**src/rtl/uart_pkg.sv**
```systemverilog
// Shared UART definitions: arbiter state encoding and link constants.
package uart_pkg;

  localparam int unsigned CLK_HZ      = 25_000_000;
  localparam int unsigned BAUD_RATE   = 9600;
  localparam int unsigned UART_DATA_W = 9;

  typedef enum logic [1:0] {
    IDLE      = 2'd0,
    SEND      = 2'd1,
    WAIT_DONE = 2'd2
  } arb_state_t;

endpackage

```
**src/rtl/uart_tx_arbiter_rr_pick.sv**
```systemverilog
// rr_pick: combinational round-robin selector. Returns the first set bit of
// req found by searching upward from rr_ptr, wrapping modulo NUM_REQ.
module rr_pick #(
  parameter int unsigned NUM_REQ = 4
) (
  input  logic [NUM_REQ-1:0]         req,
  input  logic [$clog2(NUM_REQ)-1:0] rr_ptr,
  output logic [$clog2(NUM_REQ)-1:0] winner,
  output logic                       any_valid
);

  localparam int unsigned IDX_W = $clog2(NUM_REQ);

  // Rotating priority search; the first hit from rr_ptr upward wins.
  always_comb begin
    logic [IDX_W-1:0] idx;
    winner    = '0;
    any_valid = 1'b0;
    idx       = '0;
    for (int unsigned k = 0; k < NUM_REQ; k++) begin
      idx = IDX_W'((32'(rr_ptr) + k) % NUM_REQ);
      if (!any_valid && req[idx]) begin
        winner    = idx;
        any_valid = 1'b1;
      end
    end
  end

endmodule

```
**src/rtl/uart_tx_arbiter.sv**
```systemverilog
// uart_tx_arbiter: shares one UART transmitter among NUM_REQ message sources.
// Arbitration is per message with round-robin priority; words are forwarded
// one at a time using a tx_send / tx_done handshake.
// Optional: define UART_TX_ARB_WATCHDOG_EN to add a stall watchdog and the
// timeout_err output.
module uart_tx_arbiter
  import uart_pkg::*;
#(
  parameter int unsigned NUM_REQ     = 4,
  parameter int unsigned DATA_W      = UART_DATA_W
`ifdef UART_TX_ARB_WATCHDOG_EN
  ,
  parameter int unsigned TIMEOUT_CYC = 65536
`endif
) (
  input  logic                        clock,
  input  logic                        reset_n,
  input  logic [NUM_REQ-1:0]          req_valid,
  input  logic [NUM_REQ*DATA_W-1:0]   req_data,
  input  logic [NUM_REQ-1:0]          req_last,
  output logic [NUM_REQ-1:0]          req_ready,
  output logic [DATA_W-1:0]           tx_data,
  output logic                        tx_send,
  input  logic                        tx_done,
  output logic [$clog2(NUM_REQ)-1:0]  grant_id,
  output logic                        busy
`ifdef UART_TX_ARB_WATCHDOG_EN
  ,
  output logic                        timeout_err
`endif
);

  localparam int unsigned IDX_W = $clog2(NUM_REQ);

  arb_state_t        state, state_next;
  logic [IDX_W-1:0]  rr_ptr;
  logic [IDX_W-1:0]  next_ptr;
  logic [IDX_W-1:0]  winner;
  logic              any_valid;
  logic              last_q;
  logic              grant_valid;
  logic [DATA_W-1:0] grant_data;
  logic              handshake;
  logic              abort;

  rr_pick #(
    .NUM_REQ (NUM_REQ)
  ) u_rr_pick (
    .req       (req_valid),
    .rr_ptr    (rr_ptr),
    .winner    (winner),
    .any_valid (any_valid)
  );

  // Select the owner's word and derive the accept handshake.
  always_comb begin
    grant_data = '0;
    for (int unsigned i = 0; i < NUM_REQ; i++) begin
      if (grant_id == IDX_W'(i)) begin
        grant_data = req_data[i*DATA_W +: DATA_W];
      end
    end
    grant_valid = req_valid[grant_id];
    handshake   = (state == SEND) && grant_valid;
    next_ptr    = (grant_id == IDX_W'(NUM_REQ - 1)) ? '0 : grant_id + 1'b1;
  end

`ifdef UART_TX_ARB_WATCHDOG_EN
  localparam int unsigned CNT_W = $clog2(TIMEOUT_CYC);

  logic [CNT_W-1:0] wd_cnt;

  always_comb begin
    abort = (state != IDLE) && (wd_cnt == CNT_W'(TIMEOUT_CYC - 1));
  end

  // Watchdog: counts idle-progress cycles while a message is open.
  always_ff @(posedge clock or negedge reset_n) begin
    if (!reset_n) begin
      wd_cnt      <= '0;
      timeout_err <= 1'b0;
    end else begin
      timeout_err <= abort;
      if ((state == IDLE) || handshake || ((state == WAIT_DONE) && tx_done) || abort) begin
        wd_cnt <= '0;
      end else begin
        wd_cnt <= wd_cnt + 1'b1;
      end
    end
  end
`else
  always_comb begin
    abort = 1'b0;
  end
`endif

  // State register.
  always_ff @(posedge clock or negedge reset_n) begin
    if (!reset_n) begin
      state <= IDLE;
    end else begin
      state <= state_next;
    end
  end

  // Next-state logic and the combinational ready output.
  always_comb begin
    state_next = state;
    req_ready  = '0;
    unique case (state)
      IDLE: begin
        if (any_valid) state_next = SEND;
      end
      SEND: begin
        req_ready[grant_id] = grant_valid;
        if (grant_valid) state_next = WAIT_DONE;
      end
      WAIT_DONE: begin
        if (tx_done) state_next = last_q ? IDLE : SEND;
      end
      default: state_next = IDLE;
    endcase
    if (abort) begin
      state_next = IDLE;
      req_ready  = '0;
    end
  end

  // Grant, word capture, send pulse and round-robin pointer update.
  always_ff @(posedge clock or negedge reset_n) begin
    if (!reset_n) begin
      grant_id <= '0;
      busy     <= 1'b0;
      rr_ptr   <= '0;
      tx_data  <= '0;
      tx_send  <= 1'b0;
      last_q   <= 1'b0;
    end else begin
      tx_send <= 1'b0;
      if (abort) begin
        busy   <= 1'b0;
        rr_ptr <= next_ptr;
      end else begin
        unique case (state)
          IDLE: begin
            if (any_valid) begin
              grant_id <= winner;
              busy     <= 1'b1;
            end
          end
          SEND: begin
            if (handshake) begin
              tx_data <= grant_data;
              last_q  <= req_last[grant_id];
              tx_send <= 1'b1;
            end
          end
          WAIT_DONE: begin
            if (tx_done && last_q) begin
              rr_ptr <= next_ptr;
              busy   <= 1'b0;
            end
          end
          default: ;
        endcase
      end
    end
  end

endmodule

```
**config.mk**
```make
export PLATFORM = sky130hd
export DESIGN_NAME = uart_tx_arbiter
export DESIGN_NICKNAME = d
export VERILOG_FILES = /design/src/rtl/uart_pkg.sv /design/src/rtl/uart_tx_arbiter_rr_pick.sv /design/src/rtl/uart_tx_arbiter.sv
export SDC_FILE = /design/constraint.sdc
export NUM_CORES = 1
export LEC_CHECK = 0
export CAP_MARGIN = 0
export CELL_PAD_IN_SITES_DETAIL_PLACEMENT = 0
export CELL_PAD_IN_SITES_GLOBAL_PLACEMENT = 1
export CORE_MARGIN = 5
export CORE_UTILIZATION = 31
export CTS_BUF_LIST = sky130_fd_sc_hd__clkbuf_4
export DETAILED_ROUTE_END_ITERATION = 8
export PLACE_DENSITY_LB_ADDON = 0.2
export SETUP_SLACK_MARGIN = 0.4
export SYNTH_ARGS = -nofsm -noshare
export SYNTH_HDL_FRONTEND = slang
export SYNTH_SLANG_ARGS = --single-unit
```
**constraint.sdc**
```tcl
create_clock -name clock -period 5.4 [get_ports clock]
set_clock_uncertainty 0.1 [all_clocks]
set_input_delay 1.08 -clock clock [delete_from_list [all_inputs] [get_ports clock]]
set_output_delay 1.08 -clock clock [all_outputs]
set_load 0.02 [all_outputs]
```
**Word-level counts from Yosys, hierarchy flattened**

Index checks and enable logic that the tools add are counted.

- Register bits: 18
- Bits of input ports: 47
- Output and inout port bits: 17
- Word-level logic and storage cells: 82

- $add $sub $neg: 4
- $lt $le $gt $ge: 6
- Equality and inequality tests: 9
- Multiplexer cells: 38
- Bitwise operators: 1
- Reductions and logical operators: 17

Operators with widths:

| operator | count |
|---|---|
| 9-bit two-way mux | 4 |
| 1-bit two-way mux | 16 |
| 2-bit two-way mux | 8 |
| 2-bit by 3-bit less-than comparator with 1-bit output, second input constant | 5 |
| 1-bit binary-select mux with 2-bit select | 6 |
| 2-bit inequality test, second input constant | 4 |
| 2-bit == test, second input constant | 3 |
| 1-bit logical AND | 6 |
| 2-bit case mux with 3 select lines | 1 |
| 2-bit AND reduction | 3 |
| 3-bit AND reduction | 2 |
| 2-bit by 1-bit adder with 2-bit output, second input constant | 2 |
| 2-bit adder, second input constant | 2 |
| 4-bit AND | 1 |
| 2-bit by 1-bit == test with 1-bit output, second input constant | 2 |
| 2-bit logical NOT | 2 |
| 4-bit two-way mux | 1 |
| 1-bit logical NOT | 3 |
| 1-bit demux with 2-bit select | 1 |
| 2-bit by 1-bit >= comparator with 1-bit output, second input constant | 1 |
| 1-bit case mux with 2 select lines | 1 |
| 2-bit nonzero test | 1 |

**Logic depth before layout (Yosys ltp)**

- Word-level depth: 14
- Gate-level depth with buffers: 7

**Hierarchy**

From an unflattened synthesis, not the netlist that was laid out.

- Cell total of the unflattened synthesis: 117
- Area, all modules: 1164.9 um^2

Modules (own cells, without submodules):

| module | instances | cells an instance | area each (um^2) |
|---|---|---|---|
| uart_tx_arbiter | 1 | 102 | 1087.3 |
| rr_pick | 1 | 15 | 77.6 |

**Least setup slack after synthesis**

No wires, ideal clock.

- Path kind: input -> output
- Start point: input port req_valid[3]
- End point: output port req_ready[0]
- Data arrival time: 1.828 ns
- Data required time: 4.220 ns
- Slack: 2.392 ns
- Stages: 2
- Buffers on the path: 0
- Path through: mux4_2 -> and3_2

- Longest elaborated chain between the ends: 4

Ends and longest elaborated chain:

| item | RTL line | source |
|---|---|---|
| start, declared | uart_tx_arbiter.sv:18 | `input logic [NUM_REQ-1:0] req_valid,` |
| 1-bit binary-select mux with 2-bit select | uart_tx_arbiter.sv:63 | `grant_valid = req_valid[grant_id];` |
| 1-bit two-way mux (implied by the code) | uart_tx_arbiter.sv:63 |  |
| 4-bit AND (no line) | - |  |
| 4-bit two-way mux | uart_tx_arbiter.sv:110 | `unique case (state)` |
| end, declared | uart_tx_arbiter.sv:21 | `output logic [NUM_REQ-1:0] req_ready,` |

No other way between the ends. The select of a mux whose other input is x is not followed.

**Worst setup path in the final report**

- Start point: input port req_valid[3]
- End point: output port req_ready[2]

Same word-level chain as after synthesis.

==> PnR_summary.wiki <==
{| class="wikitable"
! Metric !! Value
|-
| Overall die area || between 5000 and 6000 um2
|-
| Vias after detailed routing || ~1200
|-
| Share of cells above drive strength 1 || 6.88%
|-
| Worst-case headroom to the max-slew limit || between 40% and 50%
|-
| Combined global-route utilization of all metal layers || 14.7%
|-
| Cell area reported after detailed placement || 1840 um2
|-
| Number of resized instances in the post-cts repair step || 0
|-
| Summed instance area of the synthesized netlist || 1190 um2
|-
| FF-to-FF setup slack || roughly 3300 ps
|-
| Setup repair after global routing missed its margin || false
|-
| GRT Residual Overflow || 0
|-
| Portion of total power attributed to combinational logic || 63.4%
|-
| Leading cell type by number of instances after synthesis || a21oi_1
|-
| Final count of hold timing violations || 0
|-
| DR pass1 iterations || 4
|-
| Count of flip-flops with a built-in enable after synthesis || 0
|-
| Clock root cell || clkbuf_4
|-
| Predominant post-synthesis flop cell || dfrtp_1
|-
| Pin count of the biggest net entering global routing || 22
|-
| Final TNS setup || 0 ps
|-
| Synthesized instance count || 130
|-
| Via density || roughly 5.1
|-
| Worst R2R End || tx_data[1]
|-
| Summed area of non-filler cells in the final layout || 1870 um2
|-
| Commonest cells in the netlist || 21 x a21oi_1, 18 x dfrtp_1, 13 x inv_1
|-
| Initial antenna violation count || 0
|-
| Count of cell types in the netlist || 31
|-
| Max Freq || approximately 0.24 GHz
|-
| Switching power || 382 uW
|-
| Clock Path Buffers || 2
|-
| Routed wire length per instance || 15.7 um
|-
| Portion of total power attributed to the clock network || around 7.7%
|-
| Main area contributors after synthesis || dfrtp_1 38%, a21oi_1 8.8%, a221o_1 7.5%, a22oi_1 5.7%, ha_1 4.2%
|-
| Post-synth top area share || 37.7%
|-
| DRC violations left || 0
|-
| Number of design-rule violations left by the first detailed-router iteration || 25
|-
| TritonCTS clock tree || done
|-
| VDD IR-drop max || 0.000222 V
|-
| Final-layout fill cell count || 365
|-
| GP Congestion || 0.805
|-
| Total power density per cell area || 477 nW/um2
|-
| Source of the worst register-to-register timing path || grant_id[1]
|-
| Via count of the first global-routing pass || around 1300
|-
| Final setup fails || 0
|-
| Sort of element at the start of the critical path || input pin
|-
| # hold bufs at CTS || 0
|-
| Flip-flop and latch count after synthesis || 18
|-
| Leakage power figure || approximately 0.00080 uW
|-
| Switching part of the total || 42.9%
|-
| Slew at the pin with the worst max-slew slack || 817 ps
|-
| Min Tclk post-route || 4120 ps
|-
| Die boundary width || between 70 and 80 um
|-
| Maximum capacitance violations || 0
|-
| Start point of the worst hold path || busy
|-
| Final net count || 241
|-
| Status || complete, no violations
|-
| Largest fanout on the critical path || 7
|-
| Initial Utilization || 32.4%
|-
| Area added between synthesis and finish || 56.2%
|-
| Placeable core region || ~3700 um2
|-
| Synth warnings || 0
|-
| Mapped Nets || 181
|-
| Number of inserted diodes || 0
|-
| Standard-cell rows || 22
|-
| Antenna violation net count after detailed routing || 0
|-
| Type of the most critical hold path || register to register
|-
| DPL Wire Length || about 3000 um
|-
| Critical path arrival || a little under 3000 ps
|-
| Mean instance size in the synthesized netlist || 9.19 um2
|-
| TritonCTS sink count || 18
|-
| Final Routed Wirelength || 3720 um
|-
| Die extent in y || 72.1 um
|-
| Ratio of final minimum period to clock period || 76.3%
|-
| Pint || approximately 500 uW
|-
| H-tree depth reported by CTS || 1
|-
| Number of buffer cells added on primary ports || 63
|-
| Synth area leader || dfrtp_1
|-
| Ys async rst share || 100%
|-
| Depth of the worst register-to-register path || 6
|-
| Type of the worst setup path || input pin to output pin
|-
| Number of top-level design ports || 64
|-
| First-pass GRT wire length || approximately 6000 um
|-
| Clock insertion delay at the later pin of the skew report || 290 ps
|-
| Register share of total power || 28.9%
|-
| Worst path required time || 4220 ps
|-
| Cells on Worst Hold Path || 2
|-
| Total setup buffers inserted after CTS || 0
|-
| Number of pins exceeding their max-slew limit in the final report || 0
|-
| Element type at the critical path end || output pin
|-
| TritonCTS buffer count || 3
|-
| Portion of the post-synthesis area used by sequential elements || 37.7%
|-
| Hold worst-path end || busy
|-
| Clock transition at the registers of the reported paths || 100 ps
|}
-- layout by cell type (no fill, tap or decap), drive strengths merged, types with 2 or more instances in the layout --
| cell type | netlist | final |
|---|---|---|
| clkdlybuf4s50 | 0 | 63 |
| a21oi | 21 | 21 |
| dfrtp | 18 | 18 |
| inv | 13 | 13 |
| nor2 | 10 | 10 |
| a221o | 9 | 9 |
| a22oi | 9 | 9 |
| nand2 | 6 | 6 |
| and3 | 4 | 4 |
| o21ai | 4 | 4 |
| ha | 4 | 4 |
| nor2b | 3 | 3 |
| clkbuf | 6 | 3 |
| mux2 | 3 | 3 |
| mux2i | 2 | 2 |
| o31ai | 2 | 2 |
| mux4 | 2 | 2 |
-- through the flow --
| step | hold WS (ps) | instances | power, uW | worst slack, ps | util [%] |
|---|---|---|---|---|---|
| after floorplan | 357 | 130 | 623 | 2390 | - |
| after global placement | 362 | 233 | 817 | 1340 | 49.9 |
| after detailed placement | 368 | 233 | 833 | 1300 | 49.9 |
| after CTS | 394 | 237 | 904 | 1300 | 50.6 |
| after global routing | 419 | 237 | 972 | 1240 | 50.6 |
| final | 390 | 237 | 890 | 1280 | 50.6 |
-- worst max path at each step --
stage	startpoint	endpoint	slack [ps]	cells past startpoint
CTS	req_valid[1]	req_ready[2]	1300	4
floorplan	req_valid[3]	req_ready[0]	2390	2
detailed placement	req_valid[1]	req_ready[2]	1300	4
finish	req_valid[3]	req_ready[2]	1280	4
global route	req_valid[3]	req_ready[2]	1240	4
global placement	req_valid[1]	req_ready[3]	1340	4
-- flip-flops by register name (all words and copies together) (netlist names) --
register,flops
tx_data,9
grant_id,2
tx_send,1
rr_ptr,2
last_q,1
state,2
busy,1
-- routing by layer --
metal / wire (um) / GRT usage, % / up-vias
li1: - / - / 595
met1: 1400 / 15.6 / 567
met2: 2030 / 28.0 / 37
met3: 192 / 3.46 / 8
met4: 92 / 5.01 / 0
met5: 0 / 0 / -
-- worst max-delay path, cell delays in order --
cell and delay, ps:
clkdlybuf4s50_1 520, mux4_2 580, and3_2 230, clkdlybuf4s50_1 540
-- power by group through the flow --
stage	logic [uW]	registers [uW]	clock network (uW)
floorplan	317	306	0
global placement	561	256	0
detailed placement	572	261	0
CTS	574	258	71.7
global route	625	269	78.1
finish	564	257	68.6
-- final cells by class --
class,instances,area [um2],share of cell area (%)
clock buffers,3,22.5,1.21
clock inverters,1,3.75,0.201
inverters,13,48.8,2.61
multi-input cells,91,651,34.9
flip-flops and latches,18,450,24.1
well taps,48,60.1,3.22
repair buffers,63,631,33.8
-- kinds of logic (layout without fill, tap and decap cells) --
logic type / Yosys count / after routing / synth area share, %
AO/OA/AOI/OAI: 48 / 48 / 26.9
adder cells (fa/ha/maj): 4 / 4 / 4.19
buffers and inverters: 21 / 80 / 7.85
flip-flops: 18 / 18 / 37.7
multiplexers: 7 / 7 / 8.90
AND/OR/NAND/NOR: 32 / 32 / 14.5
Note: power is estimated with default switching activity, not from simulation.
